`src/rtl/perf_event_collector_if.sv`:
```
// Bundle of event, configuration, counter-write and read request/response
// signals for perf_event_collector. The collector uses the slave modport;
// the agent driving events, config and reads uses the master modport.
interface perf_event_collector_if #(
  parameter int EVENT_NUM   = 16,
  parameter int INC_WIDTH   = 2,
  parameter int COUNTER_NUM = 4,
  parameter int CNT_WIDTH   = 32
);
  localparam int IDX_W = $clog2(COUNTER_NUM);
  localparam int SEL_W = $clog2(EVENT_NUM);

  // Per-cycle event increments and global count inhibit
  logic [EVENT_NUM*INC_WIDTH-1:0] event_inc;
  logic                           freeze;

  // Counter configuration
  logic                           cfg_we;
  logic [IDX_W-1:0]               cfg_idx;
  logic [SEL_W-1:0]               cfg_sel;
  logic                           cfg_en;

  // Counter value write
  logic                           cnt_we;
  logic [IDX_W-1:0]               cnt_idx;
  logic [CNT_WIDTH-1:0]           cnt_wdata;

  // Read request / response
  logic                           rd_valid;
  logic [IDX_W-1:0]               rd_idx;
  logic                           rd_ready;
  logic                           resp_valid;
  logic [CNT_WIDTH-1:0]           resp_data;
  logic                           resp_ovf;
  logic                           resp_ready;

  // Sticky overflow flags
  logic [COUNTER_NUM-1:0]         ovf;

  modport master (
    output event_inc, freeze,
    output cfg_we, cfg_idx, cfg_sel, cfg_en,
    output cnt_we, cnt_idx, cnt_wdata,
    output rd_valid, rd_idx, resp_ready,
    input  rd_ready, resp_valid, resp_data, resp_ovf, ovf
  );

  modport slave (
    input  event_inc, freeze,
    input  cfg_we, cfg_idx, cfg_sel, cfg_en,
    input  cnt_we, cnt_idx, cnt_wdata,
    input  rd_valid, rd_idx, resp_ready,
    output rd_ready, resp_valid, resp_data, resp_ovf, ovf
  );
endinterface

```
`src/rtl/perf_event_collector.sv`:
```
// Programmable performance counters: each counter accumulates one selected event source.
// Latency: event visible in counter 2 cycles after it is raised; read response 1 cycle after accept.
// Backpressure: single response buffer; a new read is accepted when the buffer is empty or being drained.
module perf_event_collector #(
  parameter int EVENT_NUM   = 16,
  parameter int INC_WIDTH   = 2,
  parameter int COUNTER_NUM = 4,
  parameter int CNT_WIDTH   = 32
) (
  input  logic                   clk,
  input  logic                   rst,
  perf_event_collector_if.slave  bus
);
  localparam int SEL_W = $clog2(EVENT_NUM);
  localparam int SUM_W = CNT_WIDTH + 1;

  typedef enum logic {ST_EMPTY, ST_FULL} state_t;

  logic [INC_WIDTH-1:0]   r_event_q [EVENT_NUM];
  logic [CNT_WIDTH-1:0]   r_cnt     [COUNTER_NUM];
  logic [SEL_W-1:0]       r_sel     [COUNTER_NUM];
  logic [COUNTER_NUM-1:0] r_en;
  logic [COUNTER_NUM-1:0] r_ovf;

  state_t                 r_state;
  logic                   r_resp_vld;
  logic [CNT_WIDTH-1:0]   r_resp_data;
  logic                   r_resp_ovf;

  logic [SUM_W-1:0]       w_sum [COUNTER_NUM];
  logic                   w_cfg_ok;
  logic                   w_cnt_ok;
  logic                   w_rd_ok;
  logic [CNT_WIDTH-1:0]   w_rd_data;
  logic                   w_rd_ovf;
  logic                   w_rd_accept;

  // Indices beyond the implemented counters are ignored on write and read as zero
  assign w_cfg_ok = (32'(bus.cfg_idx) < COUNTER_NUM);
  assign w_cnt_ok = (32'(bus.cnt_idx) < COUNTER_NUM);
  assign w_rd_ok  = (32'(bus.rd_idx)  < COUNTER_NUM);

  assign bus.rd_ready   = !r_resp_vld || bus.resp_ready;
  assign w_rd_accept    = bus.rd_valid && bus.rd_ready;
  assign bus.resp_valid = r_resp_vld;
  assign bus.resp_data  = r_resp_data;
  assign bus.resp_ovf   = r_resp_ovf;
  assign bus.ovf        = r_ovf;

  // Register all event increments unconditionally to cut the fan-in timing path
  always_ff @(posedge clk or posedge rst) begin
    if (rst) begin
      for (int e = 0; e < EVENT_NUM; e++) r_event_q[e] <= '0;
    end else begin
      for (int e = 0; e < EVENT_NUM; e++) r_event_q[e] <= bus.event_inc[e*INC_WIDTH +: INC_WIDTH];
    end
  end

  // Next count per counter with carry-out in the extra top bit
  always_comb begin
    for (int i = 0; i < COUNTER_NUM; i++) begin
      w_sum[i] = {1'b0, r_cnt[i]} + SUM_W'(r_event_q[r_sel[i]]);
    end
  end

  // Counter configuration: selection and enable, leaving value and overflow alone
  always_ff @(posedge clk or posedge rst) begin
    if (rst) begin
      for (int i = 0; i < COUNTER_NUM; i++) r_sel[i] <= '0;
      r_en <= '0;
    end else if (bus.cfg_we && w_cfg_ok) begin
      r_sel[bus.cfg_idx] <= bus.cfg_sel;
      r_en[bus.cfg_idx]  <= bus.cfg_en;
    end
  end

  // Counter accumulation; a software write overrides that cycle's increment and clears overflow
  always_ff @(posedge clk or posedge rst) begin
    if (rst) begin
      for (int i = 0; i < COUNTER_NUM; i++) r_cnt[i] <= '0;
      r_ovf <= '0;
    end else begin
      for (int i = 0; i < COUNTER_NUM; i++) begin
        if (bus.cnt_we && w_cnt_ok && (32'(bus.cnt_idx) == i)) begin
          r_cnt[i] <= bus.cnt_wdata;
          r_ovf[i] <= 1'b0;
        end else if (r_en[i] && !bus.freeze) begin
          r_cnt[i] <= w_sum[i][CNT_WIDTH-1:0];
          if (w_sum[i][CNT_WIDTH]) r_ovf[i] <= 1'b1;
        end
      end
    end
  end

  // Read mux sees pre-update state so a read racing a write returns the old value
  always_comb begin
    w_rd_data = '0;
    w_rd_ovf  = 1'b0;
    if (w_rd_ok) begin
      w_rd_data = r_cnt[bus.rd_idx];
      w_rd_ovf  = r_ovf[bus.rd_idx];
    end
  end

  // Response buffer: EMPTY/FULL with registered valid, data and overflow
  always_ff @(posedge clk or posedge rst) begin
    if (rst) begin
      r_state     <= ST_EMPTY;
      r_resp_vld  <= 1'b0;
      r_resp_data <= '0;
      r_resp_ovf  <= 1'b0;
    end else begin
      case (r_state)
        ST_EMPTY: begin
          if (w_rd_accept) begin
            r_state     <= ST_FULL;
            r_resp_vld  <= 1'b1;
            r_resp_data <= w_rd_data;
            r_resp_ovf  <= w_rd_ovf;
          end
        end
        ST_FULL: begin
          if (w_rd_accept) begin
            r_resp_data <= w_rd_data;
            r_resp_ovf  <= w_rd_ovf;
          end else if (bus.resp_ready) begin
            r_state    <= ST_EMPTY;
            r_resp_vld <= 1'b0;
          end
        end
        default: begin
          r_state    <= ST_EMPTY;
          r_resp_vld <= 1'b0;
        end
      endcase
    end
  end
endmodule

```
`src/flat_wrapper.sv`:
```
// flat-port wrapper written by rule: the top's interface ports become plain ports
module perf_event_collector_flat 
#(
  parameter int EVENT_NUM   = 16,
  parameter int INC_WIDTH   = 2,
  parameter int COUNTER_NUM = 4,
  parameter int CNT_WIDTH   = 32
)
  (clk, rst, bus_event_inc, bus_freeze, bus_cfg_we, bus_cfg_idx, bus_cfg_sel, bus_cfg_en, bus_cnt_we, bus_cnt_idx, bus_cnt_wdata, bus_rd_valid, bus_rd_idx, bus_resp_ready, bus_rd_ready, bus_resp_valid, bus_resp_data, bus_resp_ovf, bus_ovf);
  perf_event_collector_if #(.EVENT_NUM(EVENT_NUM), .INC_WIDTH(INC_WIDTH), .COUNTER_NUM(COUNTER_NUM), .CNT_WIDTH(CNT_WIDTH)) bus_i ();
  input  logic clk;
  input  logic rst;
  input wire logic [$bits(bus_i.event_inc)-1:0] bus_event_inc;
  input wire logic [$bits(bus_i.freeze)-1:0] bus_freeze;
  input wire logic [$bits(bus_i.cfg_we)-1:0] bus_cfg_we;
  input wire logic [$bits(bus_i.cfg_idx)-1:0] bus_cfg_idx;
  input wire logic [$bits(bus_i.cfg_sel)-1:0] bus_cfg_sel;
  input wire logic [$bits(bus_i.cfg_en)-1:0] bus_cfg_en;
  input wire logic [$bits(bus_i.cnt_we)-1:0] bus_cnt_we;
  input wire logic [$bits(bus_i.cnt_idx)-1:0] bus_cnt_idx;
  input wire logic [$bits(bus_i.cnt_wdata)-1:0] bus_cnt_wdata;
  input wire logic [$bits(bus_i.rd_valid)-1:0] bus_rd_valid;
  input wire logic [$bits(bus_i.rd_idx)-1:0] bus_rd_idx;
  input wire logic [$bits(bus_i.resp_ready)-1:0] bus_resp_ready;
  output wire logic [$bits(bus_i.rd_ready)-1:0] bus_rd_ready;
  output wire logic [$bits(bus_i.resp_valid)-1:0] bus_resp_valid;
  output wire logic [$bits(bus_i.resp_data)-1:0] bus_resp_data;
  output wire logic [$bits(bus_i.resp_ovf)-1:0] bus_resp_ovf;
  output wire logic [$bits(bus_i.ovf)-1:0] bus_ovf;
  assign bus_i.event_inc = bus_event_inc;
  assign bus_i.freeze = bus_freeze;
  assign bus_i.cfg_we = bus_cfg_we;
  assign bus_i.cfg_idx = bus_cfg_idx;
  assign bus_i.cfg_sel = bus_cfg_sel;
  assign bus_i.cfg_en = bus_cfg_en;
  assign bus_i.cnt_we = bus_cnt_we;
  assign bus_i.cnt_idx = bus_cnt_idx;
  assign bus_i.cnt_wdata = bus_cnt_wdata;
  assign bus_i.rd_valid = bus_rd_valid;
  assign bus_i.rd_idx = bus_rd_idx;
  assign bus_i.resp_ready = bus_resp_ready;
  assign bus_rd_ready = bus_i.rd_ready;
  assign bus_resp_valid = bus_i.resp_valid;
  assign bus_resp_data = bus_i.resp_data;
  assign bus_resp_ovf = bus_i.resp_ovf;
  assign bus_ovf = bus_i.ovf;
  perf_event_collector #(.EVENT_NUM(EVENT_NUM), .INC_WIDTH(INC_WIDTH), .COUNTER_NUM(COUNTER_NUM), .CNT_WIDTH(CNT_WIDTH)) u_core (.clk(clk), .rst(rst), .bus(bus_i));
endmodule
```
`config.mk`:
```
export PLATFORM = sky130hd
export DESIGN_NAME = perf_event_collector_flat
export DESIGN_NICKNAME = d
export VERILOG_FILES = /design/src/rtl/perf_event_collector_if.sv /design/src/rtl/perf_event_collector.sv /design/src/flat_wrapper.sv
export SDC_FILE = /design/constraint.sdc
export NUM_CORES = 1
export LEC_CHECK = 0
export ABC_AREA = 1
export CAP_MARGIN = 20
export CORE_AREA = 2 2 171 173
export CTS_CLUSTER_SIZE = 28
export DETAILED_ROUTE_END_ITERATION = 6
export DIE_AREA = 0 0 173 175
export PLACE_DENSITY = 0.72
export SETUP_SLACK_MARGIN = 0.02
export SLEW_MARGIN = 20
export SYNTH_ARGS = -nofsm -noshare
export SYNTH_HDL_FRONTEND = slang
export SYNTH_SLANG_ARGS = --single-unit
```
`constraint.sdc`:
```
create_clock -name clk -period 13.97 [get_ports clk]
set_input_delay 1.397 -clock clk [delete_from_list [all_inputs] [get_ports clk]]
set_output_delay 1.397 -clock clk [all_outputs]
set_load 0.02 [all_outputs]
```
==> run_results.csv <==
group,metric,value,unit
setup_path,setup.worst_path.class,"in2out",
clocking,clockRootBuffer,"clkbuf_16",
drt,wirelength,54500,µm
yosys,synth-seq-cells,219,
yosys,synthXorXnorAreaFrac,1.74,%
grt,via_count_of_the_first_global_routing_pass,14500,
clocking,clk_pin_slew_worst_paths,60,ps
yosys,synthesis.instances,2195,
worst_hold_path,hold_path_class,"reg2reg",
job,max_capacitance_violation_count,0,
clocking,clock_tree.htree_level_count,1,
grt,grt_max_degree,87,
floorplan,core_area,28400,µm²
setup_path,critical_path_buf_inv_count,3,
drt,route.antenna.remaining_nets,0,
sta,worst_hold_slack,485,ps
setup_path,path_common_cell,"clkdlybuf4s50_1",
sta,skew,16.4,ps
finish,antenna_cells,0,
finish,area_growth,14.5,%
place,place_area,15900,µm²
yosys,ys_warn_count,0,
yosys,synth.mux.area_fraction,0,%
yosys,async_set_or_reset_register_ratio_after_synthesis,100,%
finish,final_layout_size_suffix_gt1_share,3.46,%
yosys,synth.avg_cell_area,6.66,µm²
yosys,dominant_combinational_cell_family_by_area_after_synthesis,"simple AND/OR/NAND/NOR gates",
worst_hold_path,hold_path.startpoint,"u_core.r_state$_DFF_PP0_",
setup_path,critPathTopFamily,"buffers and inverters",
yosys,synth.distinct_cells,37,
sta,post-route-period-util,29.1,%
floorplan,die_area,30300,µm²
setup_path,worstReg2RegStart,"u_core.r_sel[0]$_DFFE_PP0P_",
clocking,tritoncts,"done",
finish,post_route_cell_area,16700,µm²
yosys,synth_ff_type,"dfrtp_1",
setup_path,worstPathArrival,2670,ps
setup_path,r2r_cells,15,
power,power.ir.vdd_worst,0.0956,mV
sta,setup_violations,0,
floorplan,top_level_ports,121,
grt,grt_antenna_before_repair,1,
sta,worstMarginPinSlew,988,ps
clocking,cts_buffer_depth,3,
clocking,worstSkewPairLatency,550,ps
drt,detailedRoute.firstPassIterationCount,6,
setup_path,critical_path_peak_fanout,3,
sta,timing.max_slew.rel_slack,34.1,%
setup_path,worst_setup_path_start_kind,"input port",
finish,multi_input_gate_area,7540,µm²
sta,post-route-min-period,4060,ps
finish,seqCellArea,5480,µm²
floorplan,row_count,62,
place,buffers_added_on_ports,120,
drt,drc,0,
sta,achievable_frequency,0.246,GHz
setup_path,cp_num_cells,4,
power,cellPowerDensity,151,nW/µm²
place,total_half_perimeter_wirelength_after_legalization_and_detailed_placement,40500,µm
yosys,seq_area_frac_synth,37.5,%
finish,finalNetCount,2361,
yosys,post_synth_edffs,0,
sta,totalNegativeSetupSlack,0,ps
power,power_leakage,7.57,nW
grt,grt_remaining_overflow,0,
sta,rsz0062_at_grt,"false",
sta,finalMaxSlewViolations,0,
floorplan,initial_core_util,51.5,%
run_status,status,"complete, no violations",
setup_path,end_kind,"output port",
yosys,net_count_after_synthesis,2289,
finish,fill_cells,2817,
setup_path,crit_path_from,"bus_resp_ready",
place,finalWeightedCongestion,0.973,
clocking,post_cts_setup_buffers,0,
setup_path,cp_slowest_stage_delay,600,ps
clocking,post_cts.resized_instances,0,
drt,number_of_vias_per_cell_after_detailed_routing,5.87,
grt,global_route_wire_length_before_repair,84100,µm
yosys,synth.cell_area,14600,µm²
clocking,ctsHoldBuffers,0,
sta,report.final.hold_viol_count,0,
clocking,cts_buffers,27,
setup_path,timing.critical_path.required,12570,ps
yosys,synth_area_in_compound_gates,18.2,%
floorplan,die_y,175,µm
drt,wl_per_cell,20.5,µm
drt,detailroute.via_count,15700,
setup_path,cpMaxStageDelayCell,"clkdlybuf4s50_1",
clocking,clock_sink_count,219,
finish,post-route-util,59.0,%
floorplan,die_width,173,µm
yosys,synth_simple_gate_area_share,30.4,%
setup_path,path_cells,"clkdlybuf4s50_1 > inv_1 > nand2_1 > clkdlybuf4s50_1",
yosys,synthAdderAreaFrac,1.23,%
worst_hold_path,worst_hold_path.num_cells,1,
drt,drt-initial-drc-count,1758,
grt,gr-usage-all-layers,35.8,%
==> worst paths after layout <==
kind / end / slack, ps
max: bus_rd_ready / 9910
min: u_core.bus.resp_valid$_DFFE_PP0P_ / 490
max reg2reg: u_core.r_cnt[22]$_DFFE_PP0P_ / 10600
min reg2reg: u_core.bus.resp_valid$_DFFE_PP0P_ / 490
max in group asynchronous: u_core.r_cnt[30]$_DFFE_PP0P_ / 10400
min in group asynchronous: u_core.r_cnt[75]$_DFFE_PP0P_ / 1350
==> cells in the mapped netlist, drive strengths merged, types with 8 or more instances <==
cell type / number / area (µm²)
a31oi: 34 / 213
a21oi: 115 / 576
inv: 317 / 1190
o22ai: 79 / 494
nand3: 176 / 923
nand2: 656 / 2480
o211ai: 45 / 338
clkbuf: 34 / 128
ha: 8 / 100
nor2: 234 / 961
buf: 47 / 282
o21ai: 148 / 741
xor2: 28 / 245
dfrtp: 219 / 5480
o21bai: 20 / 150
o221ai: 13 / 114
==> where the power goes <==
| part | total (W) | internal (W) | switching (W) |
|---|---|---|---|
| clock | 0.000673 | 0.000395 | 0.000278 |
| combinational | 0.000828 | 0.000310 | 0.000518 |
| sequential | 0.00102 | 0.000792 | 0.000229 |
==> metal layers <==
layer  track usage [%]  part of all wire (%)
met2              54.2                    42
met4              16.1                   5.4
met5                 0                 0.020
met1              50.5                    42
met3              5.77                    10
==> cell type report <==
| type | count | area share (%) |
|---|---|---|
| well taps | 384 | 2.87 |
| flip-flops and latches | 219 | 32.7 |
| clock inverters | 5 | 0.299 |
| multi-input cells | 1577 | 45.0 |
| inverters | 318 | 7.18 |
| repair buffers | 124 | 7.29 |
| clock buffers | 39 | 4.60 |
==> cell usage in the layout (no fill, tap or decap), types with 5 or more instances in the layout <==
cell type and instances:
nor2_1 217, ha_1 8, o22ai_1 79, inv_1 310, clkinv_2 5, clkbuf_1 7
nand2_2 6, dfrtp_1 219, nand3_1 172, clkbuf_16 27, inv_2 5, o21ai_0 144
nor2_4 8, o221ai_1 13, clkbuf_8 5, xor2_1 28, nor2_2 9, o21bai_1 20
nand2_1 649, clkdlybuf4s50_1 118, a21oi_1 115, o211ai_1 45, a31oi_1 34
==> registers in the layout, summed over array words and instances, names as in the netlist <==
name	cells
u_core.r_cnt	128
u_core.bus.resp_valid	1
u_core.r_en	4
u_core.bus.resp_data	32
u_core.r_state	1
u_core.r_event_q	32
u_core.r_sel	16
u_core.bus.resp_ovf	1
u_core.bus.ovf	4
==> cell families (layout without fill, tap and decap cells) <==
kind of cell    count (synthesis)  count (layout)
buf+inv                       399             486
simple gates                 1078            1078
flops                         219             219
compound gates                458             458
xor+xnor                       29              29
fa+ha+maj                      12              12
==> through the flow <==
step / power (W) / instances / setup slack (ps)
detailed placement: 0.00183 / 2622 / 9400
CTS: 0.00250 / 2666 / 9910
global placement: 0.00180 / 2622 / 9400
finish: 0.00252 / 2666 / 9910
floorplan: 0.00151 / 2195 / 6580
global route: 0.00266 / 2666 / 9710
No activity file was read; power rests on OpenSTA's default activity.
